## src/rtl/dmem_arbiter.sv

```systemverilog
// dmem_arbiter: two-master arbiter in front of a single-port synchronous data SRAM.
// m0 is the CPU data port and m1 is the debug/loader port. When both masters
// request in ARB, round-robin picks between them. m1 can take exclusive
// ownership (LOCK). Accepted requests become registered SRAM pins one cycle
// later. Read data returns to the issuing master two cycles after acceptance.

module dmem_arbiter #(
    parameter int ADDR_W = 7,
    parameter int DATA_W = 32
) (
    input  logic              clk,
    input  logic              rst_n,

    input  logic              m0_req,
    input  logic              m0_we,
    input  logic [ADDR_W-1:0] m0_addr,
    input  logic [DATA_W-1:0] m0_wdata,
    output logic              m0_gnt,
    output logic              m0_rvalid,
    output logic [DATA_W-1:0] m0_rdata,
    output logic              m0_stall,

    input  logic              m1_req,
    input  logic              m1_we,
    input  logic [ADDR_W-1:0] m1_addr,
    input  logic [DATA_W-1:0] m1_wdata,
    input  logic              m1_lock,
    output logic              m1_gnt,
    output logic              m1_rvalid,
    output logic [DATA_W-1:0] m1_rdata,
    output logic              m1_stall,

    output logic              CEN,
    output logic              WEN,
    output logic              OEN,
    output logic [ADDR_W-1:0] A,
    output logic [DATA_W-1:0] Data2Mem,
    input  logic [DATA_W-1:0] ReadDataMem
);

    typedef enum logic {
        ST_ARB  = 1'b0,
        ST_LOCK = 1'b1
    } state_t;

    state_t              r_state;
    state_t              w_state_nxt;
    // 1: m1 was granted most recently, so m0 wins the next contention.
    logic                r_last;
    logic                w_last_nxt;

    logic                w_gnt0;
    logic                w_gnt1;
    logic                w_acc;
    logic                w_sel_we;
    logic [ADDR_W-1:0]   w_sel_addr;
    logic [DATA_W-1:0]   w_sel_wdata;

    logic                r_cen;
    logic                r_wen;
    logic                r_oen;
    logic [ADDR_W-1:0]   r_a;
    logic [DATA_W-1:0]   r_d;

    logic                r_vld_p1;
    logic                r_vld_p2;
    logic                r_own_p1;
    logic                r_own_p2;
    logic                w_rvalid0;
    logic                w_rvalid1;

    // State and round-robin pointer register.
    always_ff @(posedge clk) begin
        if (!rst_n) begin
            r_state <= ST_ARB;
            r_last  <= 1'b1;
        end else begin
            r_state <= w_state_nxt;
            r_last  <= w_last_nxt;
        end
    end

    // Next state. The pointer follows accepted requests. Leaving LOCK hands priority back to m0.
    always_comb begin
        w_state_nxt = r_state;
        w_last_nxt  = r_last;
        if (w_acc) begin
            w_last_nxt = w_gnt1;
        end
        case (r_state)
            ST_ARB: begin
                if (w_gnt1 && m1_lock) begin
                    w_state_nxt = ST_LOCK;
                end
            end
            ST_LOCK: begin
                if (!m1_lock) begin
                    w_state_nxt = ST_ARB;
                    w_last_nxt  = 1'b1;
                end
            end
            default: begin
                w_state_nxt = ST_ARB;
            end
        endcase
    end

    // Grant decode. Grants use the current requests and the registered state, and are forced low in reset.
    always_comb begin
        w_gnt0 = 1'b0;
        w_gnt1 = 1'b0;
        if (rst_n) begin
            case (r_state)
                ST_ARB: begin
                    if (m0_req && m1_req) begin
                        w_gnt0 = r_last;
                        w_gnt1 = ~r_last;
                    end else begin
                        w_gnt0 = m0_req;
                        w_gnt1 = m1_req;
                    end
                end
                ST_LOCK: begin
                    w_gnt1 = m1_req;
                end
                default: begin
                    w_gnt0 = 1'b0;
                    w_gnt1 = 1'b0;
                end
            endcase
        end
    end

    assign w_acc       = w_gnt0 | w_gnt1;
    assign w_sel_we    = w_gnt1 ? m1_we    : m0_we;
    assign w_sel_addr  = w_gnt1 ? m1_addr  : m0_addr;
    assign w_sel_wdata = w_gnt1 ? m1_wdata : m0_wdata;

    // SRAM command register. It holds the accepted command for one cycle, otherwise idle.
    always_ff @(posedge clk) begin
        if (!rst_n || !w_acc) begin
            r_cen <= 1'b1;
            r_wen <= 1'b1;
            r_oen <= 1'b1;
            r_a   <= '0;
            r_d   <= '0;
        end else begin
            r_cen <= 1'b0;
            r_wen <= ~w_sel_we;
            r_oen <= w_sel_we;
            r_a   <= w_sel_addr;
            r_d   <= w_sel_we ? w_sel_wdata : '0;
        end
    end

    assign CEN      = r_cen;
    assign WEN      = r_wen;
    assign OEN      = r_oen;
    assign A        = r_a;
    assign Data2Mem = r_d;

    // Read-return valid pipeline. p1 holds the command on the pins; p2 holds the cycle the SRAM data is back.
    always_ff @(posedge clk) begin
        if (!rst_n) begin
            r_vld_p1 <= 1'b0;
            r_vld_p2 <= 1'b0;
        end else begin
            r_vld_p1 <= w_acc & ~w_sel_we;
            r_vld_p2 <= r_vld_p1;
        end
    end

    // Owner tag that travels alongside the valid bits. Only meaningful while the matching valid is set.
    always_ff @(posedge clk) begin
        r_own_p1 <= w_gnt1;
        r_own_p2 <= r_own_p1;
    end

    assign w_rvalid0 = rst_n & r_vld_p2 & ~r_own_p2;
    assign w_rvalid1 = rst_n & r_vld_p2 &  r_own_p2;

    assign m0_gnt    = w_gnt0;
    assign m1_gnt    = w_gnt1;
    assign m0_stall  = m0_req & ~w_gnt0;
    assign m1_stall  = m1_req & ~w_gnt1;
    assign m0_rvalid = w_rvalid0;
    assign m1_rvalid = w_rvalid1;
    assign m0_rdata  = w_rvalid0 ? ReadDataMem : '0;
    assign m1_rdata  = w_rvalid1 ? ReadDataMem : '0;

endmodule

```

## config.mk

```make
export PLATFORM = sky130hd
export DESIGN_NAME = dmem_arbiter
export DESIGN_NICKNAME = d
export VERILOG_FILES = /design/src/rtl/dmem_arbiter.sv
export SDC_FILE = /design/constraint.sdc
export NUM_CORES = 1
export LEC_CHECK = 0
export BUFFER_PORTS_ARGS = -buffer_cell sky130_fd_sc_hd__buf_2
export CAP_MARGIN = 20
export CORE_AREA = 2 2 90 92
export CTS_BUF_LIST = sky130_fd_sc_hd__clkbuf_8
export DETAILED_ROUTE_END_ITERATION = 10
export DIE_AREA = 0 0 92 94
export PLACE_DENSITY = 0.65
export SLEW_MARGIN = 0
export SYNTH_ARGS = -nofsm -noshare
export SYNTH_HDL_FRONTEND = slang
export SYNTH_SLANG_ARGS = --single-unit
```

## constraint.sdc

```tcl
create_clock -name clk -period 4.21 [get_ports clk]
set_clock_uncertainty 0.15 [all_clocks]
set_input_delay 0.2105 -clock clk [delete_from_list [all_inputs] [get_ports clk]]
set_output_delay 0.2105 -clock clk [all_outputs]
set_load 0.01 [all_outputs]
```

==> flow_summary_export.csv, run 1 <==
group,metric,value,unit
setup_path,crit_chain,"dlygate4sd3_1 > buf_2 > nand4b_1 > nor2_2 > buf_4 > a22o_1 > dlygate4sd3_1",
setup_path,cp_data_arrival_time,2630,ps
placement,routabilityCongestion,0.783,
yosys,yosys.area.top_type,"dfxtp_1",
yosys,synth_ff_type,"dfxtp_1",
yosys,async_flop_share,0,
setup_path,cp.required,4300,ps
route,final_antenna_net_count,0,
cts,cts_max_level,2,
yosys,synth_simple_gate_area_share,0.266,
die,start_util,0.255,
placement,pre_cts_ws,2150,ps
cts,clock_sinks,48,
yosys,synth_top_family_by_area,"simple AND/OR/NAND/NOR gates",
setup_path,slowest_delay,550,ps
setup_path,critPathLaunchType,"primary input",
route,num_vias,2603,
global_routing,antenna_found_initial,0,
route,wl_per_cell,13.4,um
yosys,synth.distinct_cells,22,
route,post-route-drc-count,0,
setup_path,crit_top_cell,"dlygate4sd3_1",
die,num_rows,32,
yosys,yosys-top-cells-area,"dfxtp_1, and2_1, a22o_1",
cells_and_area,area_delta_synth_final,110,%
yosys,ys_seq_area_frac,0.496,
yosys,synth_edf_count,0,
sta,slew_violations,0,
global_routing,gr-total-overflow,0,
sta,relSlewSlack,0.466,
setup_path,critPathBufInv,4,
yosys,yosysMostFrequentCell,"and2_1",
cells_and_area,multi_input_area,885,um^2
outcome,outcome,"finished clean",
die,pin_count,229,
yosys,syn_nets,308,
yosys,synth_xor_xnor_area_share,0,
setup_path,cp_max_fo,21,
sta,hold_viol_final,0,
yosys,yosysWarnings,0,
cts,cts_buffers,5,
placement,place_hpwl,5.46,mm
power,totalPowerFinal,0.985,mW
yosys,synth.mux.area_fraction,0,
global_routing,first_global_vias,2585,
cells_and_area,drive_above_1_share,0.487,
power,power_density,242,nW/um^2
global_routing,grt_use_total,0.174,
setup_path,path_class,"primary input to flip-flop",
yosys,yosys-top-cells-count,"and2_1, dfxtp_1, a22o_1",
yosys,synth_compound_area_frac,0.191,
placement,port_buffers,228,
cts,cts_setup_buffers,0,
die,core_area,7610,um^2
yosys,avgSynthCellArea,10.1,um^2
cts,clk_path_buf_depth,2,
cells_and_area,fin_area,4080,um^2
yosys,synth_area,1940,um^2
cts,insertion_delay,290,ps
yosys,netlist_instances,191,
sta,fin_crit_sh,0.604,
setup_path,cpMaxStageDelayCell,"dlygate4sd3_1",
cells_and_area,nNetsFinal,613,
route,dr.pass1.iters,6,
die,die_area,8650,um^2
route,drtIter0Drc,81,
setup_path,cp_top_family,"buffers and inverters",
power,irDropWorstVdd,0.144,mV
die,die_h,94,um
route,wirelength,8.01,mm
cts,root_buffer,"clkbuf_8",
sta,worst_pin_slew,801,ps
die,die_w,92,um
min_path,worstHoldPathType,"primary input to flip-flop",
sta,max_freq,394,MHz
placement,dp.cells,509,
cells_and_area,final_cells,599,
cells_and_area,diodes,0,
route,via_per_inst,4.35,
power,p_leak,2.34,nW
cts,cts_tree,"built",
sta,setup-violations-final,0,
global_routing,grt_start_max_net_pins,34,
global_routing,grt_pass1_wl,12.1,mm
placement,placed_area,3140,um^2
yosys,ys_seq_elements,48,
job,drv_cap,0,
sta,fin_tns_setup,0,ps
yosys,synth_top_area_frac,0.496,
cells_and_area,fill_cells,700,
setup_path,cp-end-kind,"flip-flop",
yosys,synthAdderAreaFrac,0,
sta,timing.final.ws_setup,1670,ps
cts,clk_pin_slew,90,ps
sta,fin_crit,2540,ps
sta,rsz0062_at_grt,"no",
cells_and_area,seq_area,961,um^2
==> kinds of logic after synthesis <==
group                  count (synthesis)
and+or+nand+nor                       84
buffers and inverters                 16
AOI/OAI and AO/OA                     43
DFF                                   48
==> worst register-to-register path: cells and delay by family (launching register included) <==
family                 cells  cell delay [ps]
and+or+nand+nor            2              830
buffers and inverters      2              780
DFF                        1              400
AOI/OAI and AO/OA          1              150
==> where the power goes <==
part           internal [mW]  total (mW)  leakage, nW  switching, mW
Combinational          0.130       0.214         1.90         0.0836
Sequential             0.478       0.485        0.394        0.00683
Clock                  0.133       0.285       0.0434          0.152
==> final cells by class <==
type | instances | area share
multi-input cells | 127 | 0.217
flip-flops and latches | 48 | 0.236
repair buffers | 312 | 0.490
well taps | 102 | 0.0313
clock inverters | 2 | 0.00368
clock buffers | 6 | 0.0203
inverters | 2 | 0.00184
==> flip-flops by register name, summed over array words and instances (netlist names) <==
name and cells:
A 7, WEN 1, Data2Mem 32, OEN 1, r_last 1, r_own_p1 1, r_state 1, r_vld_p2 1
r_own_p2 1, r_vld_p1 1, CEN 1
==> metrics by stage <==
step                hold slack, ps  utilization
floorplan                      155            -
global placement               163        0.411
detailed placement             165        0.413
CTS                          0.371        0.532
global route                  28.4        0.536
finish                        6.81        0.536
==> final timing paths <==
path,endpoint,slack (ps),cells past startpoint,start
hold / removal,r_state$_SDFF_PN0_,7,3,m1_lock
setup / recovery,Data2Mem[4]$_SDFF_PP0_,1670,7,rst_n
hold reg to reg,r_own_p2$_DFF_P_,180,0,r_own_p1$_DFF_P_
setup reg to reg,Data2Mem[4]$_SDFF_PP0_,1850,5,r_state$_SDFF_PN0_
==> metal layers <==
metal,up-vias,share of wire,global-route usage
met5,-,0,0
met2,151,0.53,0.335
met1,1180,0.36,0.182
met4,0,0.012,0.0572
met3,8,0.095,0.0474
li1,1264,-,-
==> cells in the final DEF (no fill, tap or decap), drive strengths merged, types with 2 or more instances in the layout <==
| cell | count |
|---|---|
| buf | 231 |
| dlygate4sd3 | 81 |
| and2 | 67 |
| dfxtp | 48 |
| a22o | 39 |
| clkbuf | 6 |
| nor2 | 5 |
| nand2 | 4 |
| inv | 2 |
| nor2b | 2 |
| clkinvlp | 2 |
==> what timing repair did <==
| item | in CTS | in global routing |
|---|---|---|
| hold buffers | 81 | 0 |
| endpoints found under the hold margin | 41 | 0 |
| gates resized for setup | 0 | 0 |
| setup endpoints to repair | 0 | 0 |
No activity file was read; power rests on OpenSTA's default activity.
==> inputs of run 2 (changes only) <==
--- a/config.mk
+++ b/config.mk
@@ -5,13 +5,14 @@
 export SDC_FILE = /design/constraint.sdc
 export NUM_CORES = 1
 export LEC_CHECK = 0
+export ABC_AREA = 1
 export BUFFER_PORTS_ARGS = -buffer_cell sky130_fd_sc_hd__buf_2
 export CAP_MARGIN = 20
-export CORE_AREA = 2 2 90 92
+export CORE_MARGIN = 1
+export CORE_UTILIZATION = 31
 export CTS_BUF_LIST = sky130_fd_sc_hd__clkbuf_8
 export DETAILED_ROUTE_END_ITERATION = 10
-export DIE_AREA = 0 0 92 94
-export PLACE_DENSITY = 0.65
+export PLACE_DENSITY = 0.74
 export SLEW_MARGIN = 0
 export SYNTH_ARGS = -nofsm -noshare
 export SYNTH_HDL_FRONTEND = slang
==> constraint.sdc (replaced) <==
create_clock -name clk -period 2.3 [get_ports clk]
set_clock_uncertainty 0.15 [all_clocks]
set_input_delay 0.115 -clock clk [delete_from_list [all_inputs] [get_ports clk]]
set_output_delay 0.115 -clock clk [all_outputs]
set_load 0.01 [all_outputs]
==> run 2 against run 1 <==
Against the previous run: sequential power up 84%; combinational power is 120% higher; worst hold slack improved by 1.1 ps; count of clock-buffer cells in the layout is 1 lower; setup slack worse by 1500 ps; register-to-register slack got worse by 1600 ps; synthesized cell count grew 99%; sequential share of layout area shrank 0.12 points; critical path depth is 3 higher; wire length grew 6.0%; cell count grew 24%; largest cell class unchanged; highest routed layer unchanged.
==> flow_summary_export.csv, run 2 <==
group,metric,value,unit
die,die_area,8070,um^2
power,power_density,445,nW/um^2
route,wl_per_cell,11.4,um
cells_and_area,diodes,0,
cells_and_area,drive_above_1_share,0.424,
setup_path,cp_top_family,"buffers and inverters",
cts,cts_tree,"built",
cells_and_area,largest_register_ff_count,32,
setup_path,cp_data_arrival_time,2210,ps
cells_and_area,utilization,0.556,
yosys,yosys-top-cells-area,"dfxtp_1, nand2_1, inv_1",
route,wirelength,8.49,mm
setup_path,cp-end-kind,"flip-flop",
cells_and_area,fill_cells,738,
yosys,yosys-top-cells-count,"nand2_1, inv_1, nor2_1",
yosys,async_flop_share,0,
sta,slew_violations,0,
cells_and_area,final_common_cell,"buf_2",
power,pwr-share-comb,0.255,
route,num_vias,3200,
yosys,syn_nets,497,
route,final_antenna_net_count,0,
power,clock_power_share,0.256,
die,pin_count,229,
route,dr.pass1.iters,4,
global_routing,grt_use_total,0.214,
yosys,yosys.area.top_type,"dfxtp_1",
global_routing,antenna_found_initial,0,
setup_path,cpMaxStageDelayCell,"dlygate4sd3_1",
die,die_h,89.8,um
yosys,synth_edf_count,0,
die,start_util,0.325,
setup_path,slowest_delay,540,ps
setup_path,crit_chain,"dlygate4sd3_1 > buf_2 > nand2_1 > inv_2 > buf_4 > nand3_1 > nand2_1 > dlygate4sd3_1 > inv_1 > nor2_1",
die,num_rows,31,
sta,worst_pin_slew,901,ps
power,irDropWorstVdd,0.261,mV
placement,pre_cts_ws,690,ps
global_routing,grt_start_max_net_pins,34,
power,power.switching,0.521,mW
yosys,synth.distinct_cells,19,
placement,port_buffers,228,
sta,setup-violations-final,0,
route,drtIter0Drc,104,
power,p_leak,2.70,nW
setup_path,cp.required,2370,ps
sta,timing.final.ws_setup,163,ps
yosys,synth_area,2390,um^2
cells_and_area,layout.cells.most_common_list,"buf_2, nand2_1, inv_1, nor2_1, dfxtp_1",
sta,fin_crit,2140,ps
setup_path,path_class,"primary input to flip-flop",
cells_and_area,nNetsFinal,761,
placement,routabilityCongestion,0.930,
min_path,worstHoldPathType,"primary input to flip-flop",
cts,cts_setup_buffers,0,
setup_path,cp_max_fo,32,
die,die_w,89.8,um
setup_path,critPathLaunchType,"primary input",
cts,clk_pin_slew,80,ps
route,post-route-drc-count,0,
cts,cts_buffers,5,
outcome,outcome,"finished clean",
yosys,yosysMostFrequentCell,"nand2_1",
cts,cts_max_level,2,
route,via_per_inst,4.31,
cts,clock_sinks,48,
cts,root_buffer,"clkbuf_8",
cts,insertion_delay,290,ps
sta,max_freq,468,MHz
yosys,netlist_instances,380,
global_routing,first_global_vias,3214,
power,p_sw_frac,0.286,
global_routing,grt_pass1_wl,14.1,mm
placement,place_hpwl,6.42,mm
cts,clk_path_buf_depth,2,
sta,rsz0062_at_grt,"yes",
sta,fin_crit_sh,0.929,
cells_and_area,area_delta_synth_final,71.3,%
job,drv_cap,0,
setup_path,critPathBufInv,6,
sta,relSlewSlack,0.399,
yosys,synth_top_area_frac,0.402,
power,seq_power_share,0.489,
cells_and_area,seq_area,961,um^2
yosys,ys_seq_elements,48,
power,p_int,1.30,mW
sta,hold_viol_final,0,
cells_and_area,multi_input_area,1040,um^2
yosys,yosysWarnings,0,
yosys,ys_seq_area_frac,0.402,
yosys,avgSynthCellArea,6.30,um^2
die,core_area,7370,um^2
global_routing,gr-total-overflow,0,
yosys,synth_ff_type,"dfxtp_1",
run 2: cell type report:
type	count	area share
Inverter	78	0.0715
Clock buffer	5	0.0168
Timing Repair Buffer	275	0.391
Clock inverter	2	0.00214
Multi-Input combinational cell	236	0.254
Tap cell	99	0.0302
Sequential cell	48	0.235
run 2: kinds of logic (layout without fill, tap and decap cells):
kind of cell,Yosys count,in the layout,share of synthesized area
compound gates,3,3,0.00784
buf+inv,96,360,0.163
flops,48,48,0.402
simple gates,233,233,0.427
run 2: power groups by stage:
stage	Clock (mW)	Combinational, mW	Sequential [mW]
2_1_floorplan	0	0.195	0.934
3_3_place_gp	0	0.394	0.911
3_5_place_dp	0	0.402	0.911
4_1_cts	0.479	0.463	0.893
5_1_grt	0.515	0.517	0.897
6_report	0.466	0.464	0.892
run 2: worst reg2reg max path, stage by stage (launching register included):
cell and delay, ps:
dfxtp_1 330, inv_1 100, nand3_2 120, nand2_4 120
buf_4 310, nand2_1 90, nand2_1 60, dlygate4sd3_1 540
inv_1 40, nor2_1 80
run 2: layer usage:
layer  track usage  wire (um)  up-vias
li1              -          -     1615
met4         0.146        583        0
met5             0          0        -
met3        0.0601        638       40
met2         0.404       4280      168
met1         0.196       2990     1377
run 2: timing repair:
| item | in CTS | in global routing |
|---|---|---|
| hold buffers | 43 | 0 |
| setup endpoints to repair | 0 | 9 |
| hold endpoints to repair | 35 | 0 |
| gates resized for setup | 0 | 0 |
run 2: worst paths after layout:
| check | depth (start not counted) | from | to | slack (ps) |
|---|---|---|---|---|
| min | 5 | m0_wdata[14] | Data2Mem[14]$_SDFF_PP0_ | 8 |
| max reg2reg | 9 | r_state$_SDFF_PN0_ | Data2Mem[6]$_SDFF_PP0_ | 290 |
| min reg2reg | 0 | r_own_p1$_DFF_P_ | r_own_p2$_DFF_P_ | 190 |
| max | 10 | rst_n | Data2Mem[6]$_SDFF_PP0_ | 160 |
run 2: stage by stage:
stage | instance area (um^2) | TNS (ps) | hold slack (ps) | cells | total power, mW
finish | 4100 | 0 | 7.91 | 743 | 1.82
global route | 4100 | -73.1 | 16.6 | 743 | 1.93
CTS | 4100 | 0 | 1.35 | 743 | 1.83
detailed placement | 3590 | 0 | 155 | 693 | 1.31
global placement | 3590 | 0 | 154 | 693 | 1.31
floorplan | 2390 | 0 | 58.5 | 380 | 1.13
==> inputs of run 3 (changes only) <==
--- a/config.mk
+++ b/config.mk
@@ -12,7 +12,7 @@
 export CORE_UTILIZATION = 31
 export CTS_BUF_LIST = sky130_fd_sc_hd__clkbuf_8
 export DETAILED_ROUTE_END_ITERATION = 10
-export PLACE_DENSITY = 0.74
+export PLACE_DENSITY = 0.73
 export SLEW_MARGIN = 0
 export SYNTH_ARGS = -nofsm -noshare
 export SYNTH_HDL_FRONTEND = slang
==> run 3 against run 2 <==
Against the previous run: cell count rose by 1.1%; largest cell class unchanged; non-clock buffer count rose by 7; critical path type unchanged; clock power rose by 25%; first-iteration DRC count fell by 22%; sequential power hardly changed; cell area up 2.4%; flip-flop and latch count is the same; die area stayed put; power is 7.0% higher; highest routed layer unchanged; critical path depth up 1.
==> flow_summary_export.csv, run 3 (synthesized netlist as in run 2, its figures left out) <==
group,metric,value,unit
outcome,outcome,"finished clean",
route,post-route-drc-count,0,
die,core_area,7370,um^2
setup_path,cp_top_family,"buffers and inverters",
sta,worst_pin_slew,886,ps
power,totalPowerFinal,1.95,mW
setup_path,cp_data_arrival_time,2220,ps
cells_and_area,utilization,0.570,
sta,hold_viol_final,0,
die,pin_count,229,
sta,rsz0062_at_grt,"no",
global_routing,gr-total-overflow,0,
die,die_area,8070,um^2
global_routing,grt_start_max_net_pins,34,
route,num_vias,3213,
placement,port_buffers,228,
setup_path,slowest_delay,550,ps
cts,clk_path_buf_depth,2,
sta,holdWs,6.51,ps
route,drtIter0Drc,81,
global_routing,grt_pass1_wl,14.5,mm
die,die_h,89.8,um
cells_and_area,diodes,0,
power,irDropWorstVdd,0.251,mV
cells_and_area,drive_above_1_share,0.420,
cells_and_area,final_common_cell,"buf_2",
route,wl_per_cell,11.7,um
power,power_density,464,nW/um^2
sta,slew_violations,0,
cells_and_area,nNetsFinal,768,
cts,cts_tree,"built",
setup_path,reg2reg_depth,9,
route,final_antenna_net_count,0,
min_path,worstHoldPathType,"primary input to flip-flop",
sta,fin_tns_setup,0,ps
route,dr.pass1.iters,4,
setup_path,path_class,"primary input to flip-flop",
setup_path,cp.required,2360,ps
setup_path,critPathBufInv,6,
cts,insertion_delay,290,ps
power,p_leak,2.74,nW
cells_and_area,area_delta_synth_final,75.5,%
placement,routabilityCongestion,0.913,
sta,relSlewSlack,0.409,
setup_path,critical_path_depth,11,
setup_path,crit_chain,"dlygate4sd3_1 > buf_2 > nand2_1 > inv_2 > nand2_4 > buf_4 > nand2_1 > nand2_1 > dlygate4sd3_1 > inv_1 > nor2_1",
setup_path,crit_top_cell,"nand2_1",
placement,place_hpwl,6.35,mm
die,num_rows,31,
min_path,hold_path_depth,5,
sta,fin_crit,2150,ps
cts,cts_max_level,2,
die,die_w,89.8,um
cts,clock_sinks,48,
global_routing,grt_use_total,0.220,
cells_and_area,multi_input_area,1040,um^2
sta,fin_crit_sh,0.936,
setup_path,cpMaxStageDelayCell,"dlygate4sd3_1",
cells_and_area,fill_cells,695,
cts,root_buffer,"clkbuf_8",
sta,max_freq,465,MHz
global_routing,first_global_vias,3315,
die,start_util,0.325,
setup_path,critPathLaunchType,"primary input",
cells_and_area,layout.cells.most_common_list,"buf_2, nand2_1, inv_1, nor2_1, dlygate4sd3_1",
cts,cts_buffers,5,
setup_path,cp-end-kind,"flip-flop",
job,drv_cap,0,
cells_and_area,seq_area,961,um^2
cells_and_area,largest_register_ff_count,32,
route,via_per_inst,4.28,
global_routing,antenna_found_initial,0,
cts,clk_pin_slew,80,ps
setup_path,cp_max_fo,32,
route,wirelength,8.78,mm
sta,setup-violations-final,0,
## run 3: area by class of cell
class,instances,area share
well taps,99,0.0295
multi-input cells,236,0.248
inverters,78,0.0697
clock inverters,3,0.00924
repair buffers,282,0.398
flip-flops and latches,48,0.229
clock buffers,5,0.0164
## run 3: worst reg2reg max path: cells and delay by family (launching register included)
family	cells	cell delay (ps)
buf+inv	4	1020
flops	1	330
simple gates	5	510
## run 3: per-layer routing
layer,GRT usage,wire length (um)
met1,0.195,3040
met2,0.440,4580
met3,0.0567,652
met4,0.128,505
met5,0,0
## run 3: where the power goes
| part | switching [mW] | internal (mW) |
|---|---|---|
| sequential | 0.0126 | 0.878 |
| combinational | 0.248 | 0.229 |
| clock | 0.263 | 0.318 |
## run 3: final timing paths
check	from	end	slack, ps
worst max register to register	r_state$_SDFF_PN0_	Data2Mem[4]$_SDFF_PP0_	220
worst min register to register	r_own_p1$_DFF_P_	r_own_p2$_DFF_P_	190
worst max-delay path	rst_n	Data2Mem[4]$_SDFF_PP0_	150
worst min-delay path	m1_wdata[5]	Data2Mem[5]$_SDFF_PP0_	7
## run 3: metrics by stage
stage | area, um^2 | cells | setup slack [ps]
finish | 4200 | 751 | 148
detailed placement | 3590 | 693 | 635
CTS | 4200 | 751 | 161
global route | 4200 | 751 | 6.80
floorplan | 2390 | 380 | 918
global placement | 3590 | 693 | 719
## run 3: timing repair
item,CTS,global route
hold buffers,50,0
setup buffers,0,0
hold endpoints to repair,40,0
gates resized for setup,0,0
